File: src/rtl/led_pattern_driver_pkg.sv
// Shared constants for the LED pattern driver: mode encodings and defaults.
package led_pkg;

  typedef enum logic [1:0] {
    MODE_OFF     = 2'd0,
    MODE_TOGGLE  = 2'd1,
    MODE_PATTERN = 2'd2,
    MODE_ON      = 2'd3
  } mode_e;

  localparam int          PWM_BITS_DEF = 4;
  // Heartbeat: two short blinks at the start of each 16-step frame.
  localparam logic [15:0] PATTERN_DEF  = 16'h0005;

endpackage

File: src/rtl/led_pattern_driver_rate_edge_sync.sv
// Turns an asynchronous slow square wave into a one-cycle strobe per rising
// edge. Holdoff keeps a level that is already high at reset from being
// mistaken for an edge.
module rate_edge_sync (
  input  logic CLOCK,
  input  logic RESET,
  input  logic RATE_IN,
  output logic TICK
);

  logic       s1_q, s2_q, s2d_q;
  logic [1:0] hold_q;
  logic       tick_q;

  // 2-flop synchroniser, edge detect on the synchronised level, holdoff gate
  always_ff @(posedge CLOCK) begin
    if (RESET) begin
      s1_q   <= 1'b0;
      s2_q   <= 1'b0;
      s2d_q  <= 1'b0;
      hold_q <= 2'd0;
      tick_q <= 1'b0;
    end else begin
      s1_q   <= RATE_IN;
      s2_q   <= s1_q;
      s2d_q  <= s2_q;
      if (hold_q != 2'd3) hold_q <= hold_q + 2'd1;
      tick_q <= s2_q & ~s2d_q & (hold_q == 2'd3);
    end
  end

  assign TICK = tick_q;

endmodule

File: src/rtl/led_pattern_driver.sv
// Drives the active-low LED from the divided rate signal: steps a blink
// pattern or toggle state on each tick, then gates the result with PWM.
module led_pattern_driver
  import led_pkg::*;
#(
  parameter logic [15:0] PATTERN  = PATTERN_DEF,
  parameter int          PWM_BITS = PWM_BITS_DEF
) (
  input  logic                CLOCK,
  input  logic                RESET,
  input  logic                RATE_IN,
  input  logic [1:0]          MODE,
  input  logic [PWM_BITS-1:0] BRIGHT,
  output logic                TICK,
  output logic [3:0]          STEP,
  output logic                LEDn
);

  logic                tick;
  mode_e               mode_in;
  mode_e               mode_q;
  logic [3:0]          step_q, step_d;
  logic                tog_q, tog_d;
  logic [PWM_BITS-1:0] cnt_q;
  logic                led_n_q;
  logic                lit;
  logic                pwm_on;

  rate_edge_sync u_sync (
    .CLOCK   (CLOCK),
    .RESET   (RESET),
    .RATE_IN (RATE_IN),
    .TICK    (tick)
  );

  assign mode_in = mode_e'(MODE);

  // Next step/toggle: a mode change restarts the sequence and swallows a
  // coincident tick so the new mode always begins at step 0.
  always_comb begin
    step_d = step_q;
    tog_d  = tog_q;
    if (mode_in != mode_q) begin
      step_d = 4'd0;
      tog_d  = 1'b0;
    end else if (tick) begin
      step_d = step_q + 4'd1;
      if (mode_q == MODE_TOGGLE) tog_d = ~tog_q;
    end
  end

  // Lit value per mode from registered state; PWM compare on free counter
  always_comb begin
    lit = 1'b0;
    case (mode_q)
      MODE_OFF:     lit = 1'b0;
      MODE_TOGGLE:  lit = tog_q;
      MODE_PATTERN: lit = PATTERN[step_q];
      MODE_ON:      lit = 1'b1;
      default:      lit = 1'b0;
    endcase
    pwm_on = (&BRIGHT) | (cnt_q < BRIGHT);
  end

  // State registers; LEDn is registered so it lags step/toggle by a cycle
  always_ff @(posedge CLOCK) begin
    if (RESET) begin
      mode_q  <= mode_in;
      step_q  <= 4'd0;
      tog_q   <= 1'b0;
      cnt_q   <= '0;
      led_n_q <= 1'b1;
    end else begin
      mode_q  <= mode_in;
      step_q  <= step_d;
      tog_q   <= tog_d;
      cnt_q   <= cnt_q + PWM_BITS'(1);
      led_n_q <= ~(lit & pwm_on);
    end
  end

  assign TICK = tick;
  assign STEP = step_q;
  assign LEDn = led_n_q;

endmodule

File: config.mk
export PLATFORM = sky130hd
export DESIGN_NAME = led_pattern_driver
export DESIGN_NICKNAME = d
export VERILOG_FILES = /design/src/rtl/led_pattern_driver_pkg.sv /design/src/rtl/led_pattern_driver_rate_edge_sync.sv /design/src/rtl/led_pattern_driver.sv
export SDC_FILE = /design/constraint.sdc
export NUM_CORES = 1
export LEC_CHECK = 0
export BUFFER_PORTS_ARGS = -buffer_cell sky130_fd_sc_hd__buf_2
export CAP_MARGIN = 20
export CORE_MARGIN = 4
export CORE_UTILIZATION = 42
export CTS_CLUSTER_DIAMETER = 60
export DETAILED_ROUTE_END_ITERATION = 10
export GPL_ROUTABILITY_DRIVEN = 0
export GPL_TIMING_DRIVEN = 0
export SLEW_MARGIN = 5
export SYNTH_ARGS = -nofsm -noshare
export SYNTH_HDL_FRONTEND = slang
export SYNTH_HIERARCHICAL = 1
export SYNTH_SLANG_ARGS = --single-unit
File: constraint.sdc
create_clock -name CLOCK -period 1.6 [get_ports CLOCK]
set_input_delay 0.32 -clock CLOCK [delete_from_list [all_inputs] [get_ports CLOCK]]
set_output_delay 0.32 -clock CLOCK [all_outputs]
set_load 0.005 [all_outputs]
Yosys cells after proc, flatten, opt, wreduce, memory -nomap -nowiden
Memory sizes are Yosys's and may differ from the RTL's. A register that Yosys moved wholly into a read port is not among the register bits.
Cells that the tools add are included.

cells by class
  add/subtract/negate cells = 3
  magnitude comparators = 2
  equality and inequality tests = 6
  muxes and demuxes = 4
  bitwise gates (word level) = 7
  reductions and logical operators = 4

operator list
  cell                                                 count
  adder 4 x 1 -> 4 bit (second input constant)         2
  2-to-1 mux 4 bit                                     2
  == test 2 bit (second input constant)                3
  < comparator 4 x 5 -> 1 bit (second input constant)  1
  < comparator 4 bit                                   1
  case mux 1 bit (4 select lines)                      1
  AND reduction 4 bit                                  1
  AND 1 bit                                            3
  inverter 1 bit                                       3
  adder 2 x 1 -> 2 bit (second input constant)         1
  == test 2 x 1 -> 1 bit (second input constant)       1
  zero test 2 bit                                      1
  != test 2 bit                                        1
  != test 2 bit (second input constant)                1
  AND reduction 2 bit                                  1
  OR reduction 2 bit                                   1
  2-to-1 mux 1 bit                                     1
  bitwise OR 1 bit                                     1

storage, ports and cells
  bits in registers = 18
  ROM bits = 16
  input port bits = 9
  output and inout bits = 6
  word-level logic and storage cells = 37
  memories = 1

memory list
  memory            words  width  rd ports  clocked after Yosys merged registers in  write ports  line                      RTL
  (name not given)  16     1      1         1                                        0            led_pattern_driver.sv:58  MODE_PATTERN: lit = PATTERN[step_q];

Longest topological paths before layout
  word-level depth = 5
  depth in mapped cells = 5

Hierarchy
Netlist, hierarchy kept.

modules (own cells, without submodules)
  module              times used  cells each  area each (um^2)  seq. area each (um^2)
  led_pattern_driver  1           62          586.8             260.2
  rate_edge_sync      1           15          193.9             120.1

Worst setup path after synthesis
OpenSTA, ideal clock, no wires.

  path type = input to register
  from = input MODE[1]
  to = register with a tool-made name
  setup time = 122 ps
  data arrival time = 1177 ps
  data required time = 1478 ps
  path slack = 301 ps
  stages = 4
  cells stage by stage = xor2_1 -> or3_1 -> buf_2 -> a311o_1

RTL lines
  item         line                      RTL
  from (decl)  led_pattern_driver.sv:12  input logic [1:0] MODE,

==> results.md <==
* Largest net degree at the start of global routing at 12
* PortBufs at 14
* Critical Path Max Stage Delay at 0.45 ns
* Fillers at 165
* Net count, final at 111
* Final Setup Violations at 0
* Total gr overflow at 0
* Register area at 380 µm²
* Initial DRC count at 3
* Cell variety after synth at 26
* Initial Util at 0.447
* Post-synthesis register bit count at 19
* DRT antenna net count at 0
* Final Non-Filler Cells at 120
* Crit-path max FO at 6
* Max Cap Viol at 0
* # DRC at 0
* Syn Nets at 92
* Number of synthesis warnings at 6
* Cell Pwr Density at 912 mW/mm²
* Mapped Avg Cell Area at 10.1 µm²
* DIE HEIGHT at 51.1 µm
* I/O Pins at 15
* Mapped Cells at 77
* Maximum vdd drop at 0.000701 V
* Startpoint types: flop
* Most common cell after layout, fill and taps aside: dfxtp_1
* Rel. slew slack at 0.786
* FMAX at 723 MHz
* CTS root buf: clkbuf_4
* Total global-route track usage at 0.106
* FF-to-FF setup slack at 0.22 ns
* DP Wirelength at 970 µm
* FP Rows at 15
* Post-DP Area at 882 µm²
* Seq/Total Area, Yosys at 0.487
* CP endpoint kind: flop
* Vias in the first global route at 533
* Clock transition at path regs at 0.10 ns
* Slowest-stage cell, CP: dfxtp_1
* Total clock buffers created by CTS at 3
* Critical path data arrival time at 1.57 ns
* Initial DRT Pass Iterations at 4
* Slew Viols, Final at 0
* Commonest non-fill, non-tap cells in the layout: dfxtp_1 (19), buf_2 (15), nor2_1 (11), xor2_1 (7), ha_1 (6)
* Die span in x at 51.1 µm
* CORE AREA at 0.00175 mm²
* Final min period at 1.38 ns
* Worst skew pair latency at 0.29 ns
* Layout cells sized above 1 at 0.232
* Initial antenna violation count at 0
* Final wirelength at 1.22 mm
* Clock tree buffer depth at 2
* Inst Count DP at 116
* Area grow syn2layout at 16.5%
* Drt wl/cell at 10.2 µm
* Post-Synthesis Cell Area at 781 µm²
* # resized after CTS at 0
* CTS tree: done
* Post-route cell area at 910 µm²
* Worst path required time at 1.79 ns
* Post-CTS setup buffer count at 0
* Hold WC Path Type: input pin to flop
* Clock Skews at 0.00146 ns
* Clock Sinks at 19
* Final hold violation count at 0
* Pleak at 0.418 nW
* CP cell instances: ha_1 > or3_1 > o211ai_1 > a311o_1
* H-tree lvl count at 1
* Unrepaired setup endpoints after global routing: false
* Crit Path Class: flop to flop
* Vias at 555
* Worst-margin pin slew at 0.322 ns
* First-pass GRT wire length at 2.07 mm
* CTS Hold Buffers Added at 0
* Die ar. at 0.00261 mm²
* Multi-input combinational cell area at 380 µm²
* Antenna diodes at 0
* Tcrit/Tclk final at 0.864
* Outcome: finished clean
* Setup TNS at 0 ns
* Vias/cell at 4.63
cell families (layout without fill, tap and decap cells):
logic type / after synthesis / in the layout / synth area share
AND/OR/NAND/NOR: 30 / 30 / 0.208
flip-flops: 19 / 19 / 0.487
XOR/XNOR: 9 / 9 / 0.101
adder cells (fa/ha/maj): 6 / 6 / 0.0962
AO/OA/AOI/OAI: 6 / 6 / 0.0561
buffers and inverters: 5 / 23 / 0.0256
multiplexers: 2 / 2 / 0.0256
final cells by class:
cell class / instances / area share
flip-flops and latches: 19 / 0.418
multi-input cells: 53 / 0.418
repair buffers: 14 / 0.0770
well taps: 25 / 0.0344
clock buffers: 3 / 0.0248
inverters: 3 / 0.0124
plain buffers: 2 / 0.00963
clock inverters: 1 / 0.00550
power by group:
group	leakage [nW]	internal [mW]	switching, mW
clock network	0.0177	0.0930	0.138
registers	0.156	0.498	0.0158
logic	0.244	0.0449	0.0393
per-layer routing:
| layer | vias to the layer above | part of all wire | GRT usage | routed length [µm] |
|---|---|---|---|---|
| met5 | - | 0 | 0 | 0 |
| met4 | 0 | 0.0049 | 0.0269 | 6 |
| met3 | 2 | 0.066 | 0.0554 | 81 |
| met2 | 11 | 0.49 | 0.189 | 594 |
| met1 | 242 | 0.44 | 0.108 | 540 |
| li1 | 300 | - | - | - |
cells in the mapped netlist, drive strengths merged:
library cell	count	area, µm²
nand4	3	18.8
nand2b	1	6.26
nor3	1	5.00
xnor2	2	17.5
a311o	1	10.0
inv	3	11.3
a21o	1	7.51
xor2	7	61.3
nor2	11	41.3
buf	1	5.00
nand3	1	5.00
nor4	1	6.26
a21oi	1	5.00
or3	2	12.5
clkbuf	1	3.75
o211ai	2	15.0
nand3b	2	15.0
mux2i	2	20.0
dfxtp	19	380
and2b	2	17.5
ha	6	75.1
a31oi	1	6.26
nor2b	2	15.0
nand2	3	11.3
and3b	1	8.76
worst max-delay path: cells and delay by family, from the launching register on:
| family | cells | cell delay, ns |
|---|---|---|
| fa+ha+maj | 1 | 0.25 |
| flops | 1 | 0.45 |
| simple gates | 1 | 0.13 |
| compound gates | 2 | 0.45 |
path summary, 6_finish.rpt:
path               start     endpoint  depth (start not counted)
min reg2reg  u_sync/s1_q  u_sync/s2_q                          1
max reg2reg      STEP[0]         flop                          4
min              MODE[0]    mode_q[0]                          1
max              STEP[0]         flop                          4
stage by stage:
step,hold slack [ns],worst slack (ns),total power [mW],utilization
finish,0.149,0.217,0.829,0.521
global route,0.139,0.163,0.873,0.521
CTS,0.142,0.197,0.844,0.521
detailed placement,0.443,0.123,0.611,0.505
global placement,0.431,0.140,0.606,0.505
floorplan,0.348,0.301,0.581,-
sequential cells by signal, indices dropped and copies added, names as in the netlist, 2 cells and up, named ones only:
signal,cells
STEP,4
mode_q,2
u_sync/hold_q,2
cnt_q,4
(Power assumes the default switching activity.)
